## src/rtl/alu_pkg.sv

```systemverilog
// Shared control-code encoding, FSM state type and decode helpers for alu_multicycle.
package alu_pkg;

    localparam logic [3:0] ALU_AND   = 4'd0;
    localparam logic [3:0] ALU_OR    = 4'd1;
    localparam logic [3:0] ALU_ADD   = 4'd2;
    localparam logic [3:0] ALU_MUL   = 4'd3;
    localparam logic [3:0] ALU_MULHU = 4'd4;
    localparam logic [3:0] ALU_DIVU  = 4'd5;
    localparam logic [3:0] ALU_SUB   = 4'd6;
    localparam logic [3:0] ALU_SLTU  = 4'd7;
    localparam logic [3:0] ALU_REMU  = 4'd8;
    localparam logic [3:0] ALU_SLT   = 4'd9;
    localparam logic [3:0] ALU_NOR   = 4'd12;

    typedef enum logic [1:0] {
        ST_IDLE = 2'd0,
        ST_MUL  = 2'd1,
        ST_DIV  = 2'd2
    } state_t;

    // Codes that normally need the shift/add engine (divide-by-zero is the exception).
    function automatic logic is_iterative(input logic [3:0] code);
        return (code == ALU_MUL) || (code == ALU_MULHU) ||
               (code == ALU_DIVU) || (code == ALU_REMU);
    endfunction

    function automatic logic is_divide(input logic [3:0] code);
        return (code == ALU_DIVU) || (code == ALU_REMU);
    endfunction

endpackage

```

## src/rtl/alu_multicycle_if.sv

```systemverilog
// Request/result bundle between the execute-stage control and alu_multicycle.
interface alu_multicycle_if #(
    parameter int WIDTH = 32
);
    logic             Start;
    logic [3:0]       Control;
    logic [WIDTH-1:0] Input1;
    logic [WIDTH-1:0] Input2;
    logic [WIDTH-1:0] Out;
    logic             Zero;
    logic             Busy;
    logic             Done;
    logic             Illegal;

    modport master (
        output Start, Control, Input1, Input2,
        input  Out, Zero, Busy, Done, Illegal
    );

    modport slave (
        input  Start, Control, Input1, Input2,
        output Out, Zero, Busy, Done, Illegal
    );
endinterface

```

## src/rtl/alu_muldiv_seq.sv

```systemverilog
// Iterative unsigned multiply / restoring divide engine, one bit per cycle.
// The hi/lo pair is shared: for MUL it is the {upper partial, multiplier} product
// register, for DIV it is {remainder, quotient/dividend}. o_hi/o_lo present the
// result of the step being taken this cycle, so the caller can capture the final
// value on the same edge the counter expires.
module alu_muldiv_seq #(
    parameter int WIDTH = 32
) (
    input  logic             clk,
    input  logic             rst,
    input  logic             i_start,
    input  logic             i_is_div,
    input  logic [WIDTH-1:0] i_a,
    input  logic [WIDTH-1:0] i_b,
    output logic             o_last,
    output logic [WIDTH-1:0] o_hi,
    output logic [WIDTH-1:0] o_lo
);
    localparam int         CW   = $clog2(WIDTH) + 1;
    localparam logic [CW-1:0] LOAD = CW'(WIDTH);

    logic [CW-1:0]    r_cnt;
    logic             r_div;
    logic [WIDTH-1:0] r_m;
    logic [WIDTH-1:0] r_hi;
    logic [WIDTH-1:0] r_lo;

    logic [WIDTH:0]   w_sum;
    logic [WIDTH:0]   w_sh;
    logic             w_ge;
    logic [WIDTH-1:0] w_diff;
    logic [WIDTH-1:0] w_hi_nxt;
    logic [WIDTH-1:0] w_lo_nxt;

    // One step of shift-add (multiply) or shift-subtract (divide).
    always_comb begin
        w_sum  = {1'b0, r_hi} + (r_lo[0] ? {1'b0, r_m} : '0);
        w_sh   = {r_hi, r_lo[WIDTH-1]};
        w_ge   = (w_sh >= {1'b0, r_m});
        // When w_ge holds the true difference is below the divisor, so the low bits suffice.
        w_diff = w_sh[WIDTH-1:0] - r_m;
        if (r_div) begin
            w_hi_nxt = w_ge ? w_diff : w_sh[WIDTH-1:0];
            w_lo_nxt = {r_lo[WIDTH-2:0], w_ge};
        end else begin
            w_hi_nxt = w_sum[WIDTH:1];
            w_lo_nxt = {w_sum[0], r_lo[WIDTH-1:1]};
        end
    end

    assign o_last = (r_cnt == CW'(1));
    assign o_hi   = w_hi_nxt;
    assign o_lo   = w_lo_nxt;

    // Load operands on start, then iterate until the counter drains.
    always_ff @(posedge clk) begin
        if (rst) begin
            r_cnt <= '0;
            r_div <= 1'b0;
            r_m   <= '0;
            r_hi  <= '0;
            r_lo  <= '0;
        end else if (i_start) begin
            r_cnt <= LOAD;
            r_div <= i_is_div;
            r_hi  <= '0;
            r_lo  <= i_is_div ? i_a : i_b;
            r_m   <= i_is_div ? i_b : i_a;
        end else if (r_cnt != '0) begin
            r_cnt <= r_cnt - CW'(1);
            r_hi  <= w_hi_nxt;
            r_lo  <= w_lo_nxt;
        end
    end
endmodule

```

## src/rtl/alu_multicycle.sv

```systemverilog
// Execute-stage ALU: single-cycle logic/arith ops plus iterative MUL/MULHU/DIVU/REMU
// behind a Start/Busy/Done handshake. Out, Done and Illegal are registered.
module alu_multicycle
    import alu_pkg::*;
#(
    parameter int WIDTH = 32
) (
    input  logic              Clock,
    input  logic              Reset,
    alu_multicycle_if.slave   bus
);
    state_t           r_state;
    state_t           w_state_nxt;
    logic [3:0]       r_op;
    logic [WIDTH-1:0] r_out;
    logic             r_done;
    logic             r_illegal;

    logic             w_accept;
    logic             w_divz;
    logic             w_go_mul;
    logic             w_go_div;
    logic             w_seq_last;
    logic [WIDTH-1:0] w_seq_hi;
    logic [WIDTH-1:0] w_seq_lo;
    logic [WIDTH-1:0] w_sc_res;
    logic             w_sc_ill;
    logic             w_wr_en;
    logic [WIDTH-1:0] w_wr_data;
    logic             w_wr_ill;

    assign w_accept = bus.Start && (r_state == ST_IDLE);
    assign w_divz   = is_divide(bus.Control) && (bus.Input2 == '0);
    assign w_go_mul = w_accept && is_iterative(bus.Control) && !is_divide(bus.Control);
    assign w_go_div = w_accept && is_divide(bus.Control) && !w_divz;

    alu_muldiv_seq #(.WIDTH(WIDTH)) u_seq (
        .clk      (Clock),
        .rst      (Reset),
        .i_start  (w_go_mul || w_go_div),
        .i_is_div (w_go_div),
        .i_a      (bus.Input1),
        .i_b      (bus.Input2),
        .o_last   (w_seq_last),
        .o_hi     (w_seq_hi),
        .o_lo     (w_seq_lo)
    );

    // Single-cycle results, including the divide-by-zero shortcuts and the illegal fill.
    always_comb begin
        w_sc_res = '1;
        w_sc_ill = 1'b0;
        case (bus.Control)
            ALU_AND:   w_sc_res = bus.Input1 & bus.Input2;
            ALU_OR:    w_sc_res = bus.Input1 | bus.Input2;
            ALU_ADD:   w_sc_res = bus.Input1 + bus.Input2;
            ALU_SUB:   w_sc_res = bus.Input1 - bus.Input2;
            ALU_SLTU:  w_sc_res = WIDTH'(bus.Input1 < bus.Input2);
            ALU_SLT:   w_sc_res = WIDTH'($signed(bus.Input1) < $signed(bus.Input2));
            ALU_NOR:   w_sc_res = ~(bus.Input1 | bus.Input2);
            ALU_DIVU:  w_sc_res = '1;
            ALU_REMU:  w_sc_res = bus.Input1;
            ALU_MUL,
            ALU_MULHU: w_sc_res = '0;
            default:   w_sc_ill = 1'b1;
        endcase
    end

    // FSM state register.
    always_ff @(posedge Clock) begin
        if (Reset) r_state <= ST_IDLE;
        else       r_state <= w_state_nxt;
    end

    // FSM next state.
    always_comb begin
        w_state_nxt = r_state;
        case (r_state)
            ST_IDLE: begin
                if (w_go_mul)      w_state_nxt = ST_MUL;
                else if (w_go_div) w_state_nxt = ST_DIV;
            end
            ST_MUL,
            ST_DIV:  if (w_seq_last) w_state_nxt = ST_IDLE;
            default: w_state_nxt = ST_IDLE;
        endcase
    end

    // FSM outputs: when and what to write into the result registers.
    always_comb begin
        w_wr_en   = 1'b0;
        w_wr_data = '0;
        w_wr_ill  = 1'b0;
        case (r_state)
            ST_IDLE: begin
                if (w_accept && !(w_go_mul || w_go_div)) begin
                    w_wr_en   = 1'b1;
                    w_wr_data = w_sc_res;
                    w_wr_ill  = w_sc_ill;
                end
            end
            ST_MUL: begin
                w_wr_en   = w_seq_last;
                w_wr_data = (r_op == ALU_MULHU) ? w_seq_hi : w_seq_lo;
            end
            ST_DIV: begin
                w_wr_en   = w_seq_last;
                w_wr_data = (r_op == ALU_REMU) ? w_seq_hi : w_seq_lo;
            end
            default: ;
        endcase
    end

    // Latch the opcode at acceptance so the completion half/result select ignores later changes.
    always_ff @(posedge Clock) begin
        if (Reset)         r_op <= ALU_AND;
        else if (w_accept) r_op <= bus.Control;
    end

    // Result registers; Done pulses on every write.
    always_ff @(posedge Clock) begin
        if (Reset) begin
            r_out     <= '0;
            r_illegal <= 1'b0;
            r_done    <= 1'b0;
        end else begin
            r_done <= w_wr_en;
            if (w_wr_en) begin
                r_out     <= w_wr_data;
                r_illegal <= w_wr_ill;
            end
        end
    end

    assign bus.Out     = r_out;
    assign bus.Zero    = (r_out == '0);
    assign bus.Busy    = (r_state != ST_IDLE);
    assign bus.Done    = r_done;
    assign bus.Illegal = r_illegal;
endmodule

```

## src/flat_wrapper.sv

```systemverilog
// flat-port wrapper written by rule: the top's interface ports become plain ports
module alu_multicycle_flat import alu_pkg::*;
#(
    parameter int WIDTH = 32
)
  (Clock, Reset, bus_Start, bus_Control, bus_Input1, bus_Input2, bus_Out, bus_Zero, bus_Busy, bus_Done, bus_Illegal);
  alu_multicycle_if #(.WIDTH(WIDTH)) bus_i ();
  input  logic Clock;
  input  logic Reset;
  input wire logic [$bits(bus_i.Start)-1:0] bus_Start;
  input wire logic [$bits(bus_i.Control)-1:0] bus_Control;
  input wire logic [$bits(bus_i.Input1)-1:0] bus_Input1;
  input wire logic [$bits(bus_i.Input2)-1:0] bus_Input2;
  output wire logic [$bits(bus_i.Out)-1:0] bus_Out;
  output wire logic [$bits(bus_i.Zero)-1:0] bus_Zero;
  output wire logic [$bits(bus_i.Busy)-1:0] bus_Busy;
  output wire logic [$bits(bus_i.Done)-1:0] bus_Done;
  output wire logic [$bits(bus_i.Illegal)-1:0] bus_Illegal;
  assign bus_i.Start = bus_Start;
  assign bus_i.Control = bus_Control;
  assign bus_i.Input1 = bus_Input1;
  assign bus_i.Input2 = bus_Input2;
  assign bus_Out = bus_i.Out;
  assign bus_Zero = bus_i.Zero;
  assign bus_Busy = bus_i.Busy;
  assign bus_Done = bus_i.Done;
  assign bus_Illegal = bus_i.Illegal;
  alu_multicycle #(.WIDTH(WIDTH)) u_core (.Clock(Clock), .Reset(Reset), .bus(bus_i));
endmodule
```

## config.mk

```make
export PLATFORM = sky130hd
export DESIGN_NAME = alu_multicycle_flat
export DESIGN_NICKNAME = d
export VERILOG_FILES = /design/src/rtl/alu_pkg.sv /design/src/rtl/alu_multicycle_if.sv /design/src/rtl/alu_muldiv_seq.sv /design/src/rtl/alu_multicycle.sv /design/src/flat_wrapper.sv
export SDC_FILE = /design/constraint.sdc
export NUM_CORES = 1
export LEC_CHECK = 0
export CAP_MARGIN = 5
export CORE_MARGIN = 2
export CORE_UTILIZATION = 53
export DETAILED_ROUTE_END_ITERATION = 8
export PLACE_DENSITY = 0.72
export RECOVER_POWER = 50
export SLEW_MARGIN = 25
export SYNTH_ARGS = -nofsm -noshare
export SYNTH_HDL_FRONTEND = slang
export SYNTH_SLANG_ARGS = --single-unit
export TNS_END_PERCENT = 1
```

## constraint.sdc

```tcl
create_clock -name Clock -period 4.3 [get_ports Clock]
set_clock_uncertainty 0.05 [all_clocks]
set_input_delay 1.29 -clock Clock [delete_from_list [all_inputs] [get_ports Clock]]
set_output_delay 1.29 -clock Clock [all_outputs]
set_load 0.03 [all_outputs]
```

==> flow_summary.yaml <==
yosys:
  synthesis.area_mm2: 0.01712
  mappedNetlistNets: 2707
  post_synth_num_cell_types: 90
  ys_top_cells_by_count: "315 x sky130_fd_sc_hd__nand2_1, 269 x sky130_fd_sc_hd__nor2_1, 187 x sky130_fd_sc_hd__a21oi_1"
  synth.yosys.warnings: 0
  number_of_register_bits_inferred_by_synthesis: 143
  count_of_flip_flops_with_a_built_in_enable_after_synthesis: 0
  post_synth_inst_count: 2459
  dominantRegCellSynth: "sky130_fd_sc_hd__dfxtp_1"
  synthDominantCellAreaShare: 0.1672
  ys_seq_area_frac: 0.1672
  yosys.area.top_type: "sky130_fd_sc_hd__dfxtp_1"
  post_synth_main_area_contributors: "sky130_fd_sc_hd__dfxtp_1 17%, sky130_fd_sc_hd__ha_1 13%, sky130_fd_sc_hd__nand2_1 6.9%"
  yosysMostFrequentCell: "sky130_fd_sc_hd__nand2_1"
  synth.avg_cell_area_um2: 6.963
  async_flop_share: 0
critical_path:
  worst-path-max-fanout: 5
  max_stage_delay_ns: 0.47
  worstSetupEndpointType: "flop"
  worst_ep_required_time_ns: 4.64
  worstPathCellList: "clkdlybuf4s50_1, inv_1, ha_4, inv_2, a221oi_4, a21oi_4, buf_4, o41ai_4, o211ai_1, a211o_1, or3_1, a31o_2, o211ai_1, o21a_1"
  regToRegSetupSlack_ns: 0.26
  crit_arrival_ns: 4.62
  path_class: "input port to flop"
  critPathLaunchType: "input port"
  crit_top_cell: "sky130_fd_sc_hd__o211ai_1"
  timing.critical_path.slowest_stage_cell: "sky130_fd_sc_hd__clkdlybuf4s50_1"
clock_tree:
  cts_inserted_buffers: 17
  clk_root_buffer_cell: "sky130_fd_sc_hd__clkbuf_16"
  max-clock-path-buffers: 2
  numClockSinks: 143
  clock_slew_at_reported_path_ffs_ns: 0.06
  post_cts_hold_buffer_count: 0
  depth_of_the_cts_h_tree: 4
  clk_latency_ns: 0.44
  cts_tree: "yes"
power_and_ir_drop:
  pwr_density_cell_mw_per_mm2: 442.0
  design_power_total_mw: 9.814
  irDropWorstVdd_v: 0.0005950
  power.leakage_nw: 9.869
placed_design:
  post-dp-hpwl_mm: 56.01
  gp_congestion: 1.068
  placedCellCount: 3189
  placed_area_mm2: 0.02111
  pre_cts_slack_ns: -0.7377
  io_buffers: 106
global_routing:
  grt_pass1_wl_mm: 111.4
  number_of_antenna_violations_at_the_first_check_in_global_routing: 0
  grt_start_max_net_pins: 87
  global_route.usage.total: 0.4213
  grt_overflow: 0
  via_count_of_the_first_global_routing_pass: 20090
finish:
  post_layout_nonfiller_instances: 3227
  finish.utilization: 0.7000
  diodes: 0
  synthesis_to_finish_area_growth_pct: 29.67
  num-nets-final: 3061
  post-route-cell-area_mm2: 0.02220
  fillerInstances: 2751
  final_layout_size_suffix_gt1_frac: 0.1908
routing:
  ant_nets: 0
  initialDrtViolationCount: 2866
  num_vias: 21100
  drt-pass1-iter-count: 9
  detail_route.wl_per_cell_um: 22.40
  drt_drc_violations_left: 0
  postRouteWirelength_mm: 72.30
  via_per_inst: 6.537
hold_path:
  worst_hold_path_type: "flop to flop"
status:
  run_status: "complete, but fails checks"
  failing_checks: "capacitance limit"
sta:
  timing.final.crit_share: 0.9960
  fin_ws_ns: 0.01718
  tightestPinTransition_ns: 1.496
  finalSetupViolations: 0
  final_period_minus_worst_setup_slack_ns: 4.283
  max_freq_ghz: 0.2335
  fin_hold_viols: 0
  max-slew-margin-rel: 0.002525
  rsz0062_at_grt: "true"
  slew_viol_final: 0
floorplan:
  floorplan.die.height_um: 183.7
  dieArea_mm2: 0.03376
  pin_count: 107
  placement_rows: 65
  core_region_area_mm2: 0.03172
  die_w_um: 183.7
  initial_utilization: 0.5398
flow_run:
  cap_violations: 1
[where the power goes]
group	internal, mW	switching, mW	total (mW)	leakage (nW)
combinational	2.56	3.69	6.25	8.38
sequential	1.59	0.308	1.90	1.18
clock	1.05	0.612	1.66	0.314
total	5.21	4.61	9.81	9.87
[what timing repair did]
| action | 4_1_cts | 5_1_grt |
|---|---|---|
| gates resized for setup | 44 | 53 |
| buffers inserted | 1 | 6 |
| endpoints found under the setup margin | 21 | 22 |
| pin swaps | 15 | 34 |
[routing by layer]
metal / track usage / wire [µm] / up-vias
li1: - / - / 9675
met3: 0.08756 / 8112 / 219
met4: 0.1958 / 3346 / 0
met2: 0.6539 / 31200 / 1316
met1: 0.5591 / 29630 / 9885
met5: 0 / 0 / -
[cell type report]
cell class	count	area (µm²)	area share
inverters	153	574.3	0.02586
flip-flops and latches	143	2867	0.1291
well taps	402	503.0	0.02265
clock inverters	12	190.2	0.008565
clock buffers	19	452.9	0.02040
repair buffers	499	4113	0.1852
multi-input cells	1999	13500	0.6082
[worst max-delay path, delay by kind of cell]
kind,cells,cell delay [ns]
AO/OA/AOI/OAI,8,1.95
buffers and inverters,4,0.76
AND/OR/NAND/NOR,1,0.32
adder cells (fa/ha/maj),1,0.31
[cells by family after synthesis]
logic type,count (synthesis),synth area share
AO/OA/AOI/OAI,814,0.3282
AND/OR/NAND/NOR,885,0.2339
XOR/XNOR,68,0.03478
flip-flops,143,0.1672
adder cells (fa/ha/maj),177,0.1311
buffers and inverters,317,0.07168
multiplexers,55,0.03310
[state kept, by name, indices dropped and copies added, names as in the netlist, 2 cells and up]
| register | cells |
|---|---|
| u_core.u_seq.r_cnt | 6 |
| u_core.r_op | 4 |
| u_core.r_state | 2 |
| u_core.bus.Out | 32 |
| u_core.u_seq.r_hi | 32 |
| u_core.u_seq.r_m | 32 |
| u_core.u_seq.r_lo | 32 |
[cell usage in the layout (no fill, tap or decap), types with 38 or more instances in the layout]
master / instances
sky130_fd_sc_hd__nor2_1: 264
sky130_fd_sc_hd__a211oi_1: 48
sky130_fd_sc_hd__a21o_1: 38
sky130_fd_sc_hd__ha_1: 162
sky130_fd_sc_hd__a21oi_1: 181
sky130_fd_sc_hd__and2_1: 38
sky130_fd_sc_hd__nand3_1: 53
sky130_fd_sc_hd__o211ai_1: 43
sky130_fd_sc_hd__dlygate4sd3_1: 38
sky130_fd_sc_hd__clkdlybuf4s50_1: 54
sky130_fd_sc_hd__buf_4: 373
sky130_fd_sc_hd__mux2i_1: 42
sky130_fd_sc_hd__a311oi_1: 57
sky130_fd_sc_hd__xnor2_1: 42
sky130_fd_sc_hd__dfxtp_1: 142
sky130_fd_sc_hd__nand2_1: 315
sky130_fd_sc_hd__inv_1: 149
sky130_fd_sc_hd__nor3_1: 53
sky130_fd_sc_hd__o21ai_0: 140
[through the flow]
stage | hold slack, ns | TNS [ns]
2_1_floorplan | 0.4096 | 0
3_3_place_gp | 0.4170 | -14.94
3_5_place_dp | 0.4377 | -21.42
4_1_cts | 0.4514 | -0.004427
5_1_grt | 0.4680 | -0.3044
6_report | 0.4422 | 0
[worst paths after layout]
kind	startpoint	endpoint	cells past startpoint
worst max-delay path	bus_Input1[4]	u_core.bus.Out[27]	14
worst min-delay path	u_core.bus.Illegal	u_core.bus.Illegal	2
worst max register to register	u_core.u_seq.r_lo[0]	u_core.bus.Out[29]	14
worst min register to register	u_core.bus.Illegal	u_core.bus.Illegal	2
Note: power is estimated with default switching activity, not from simulation.
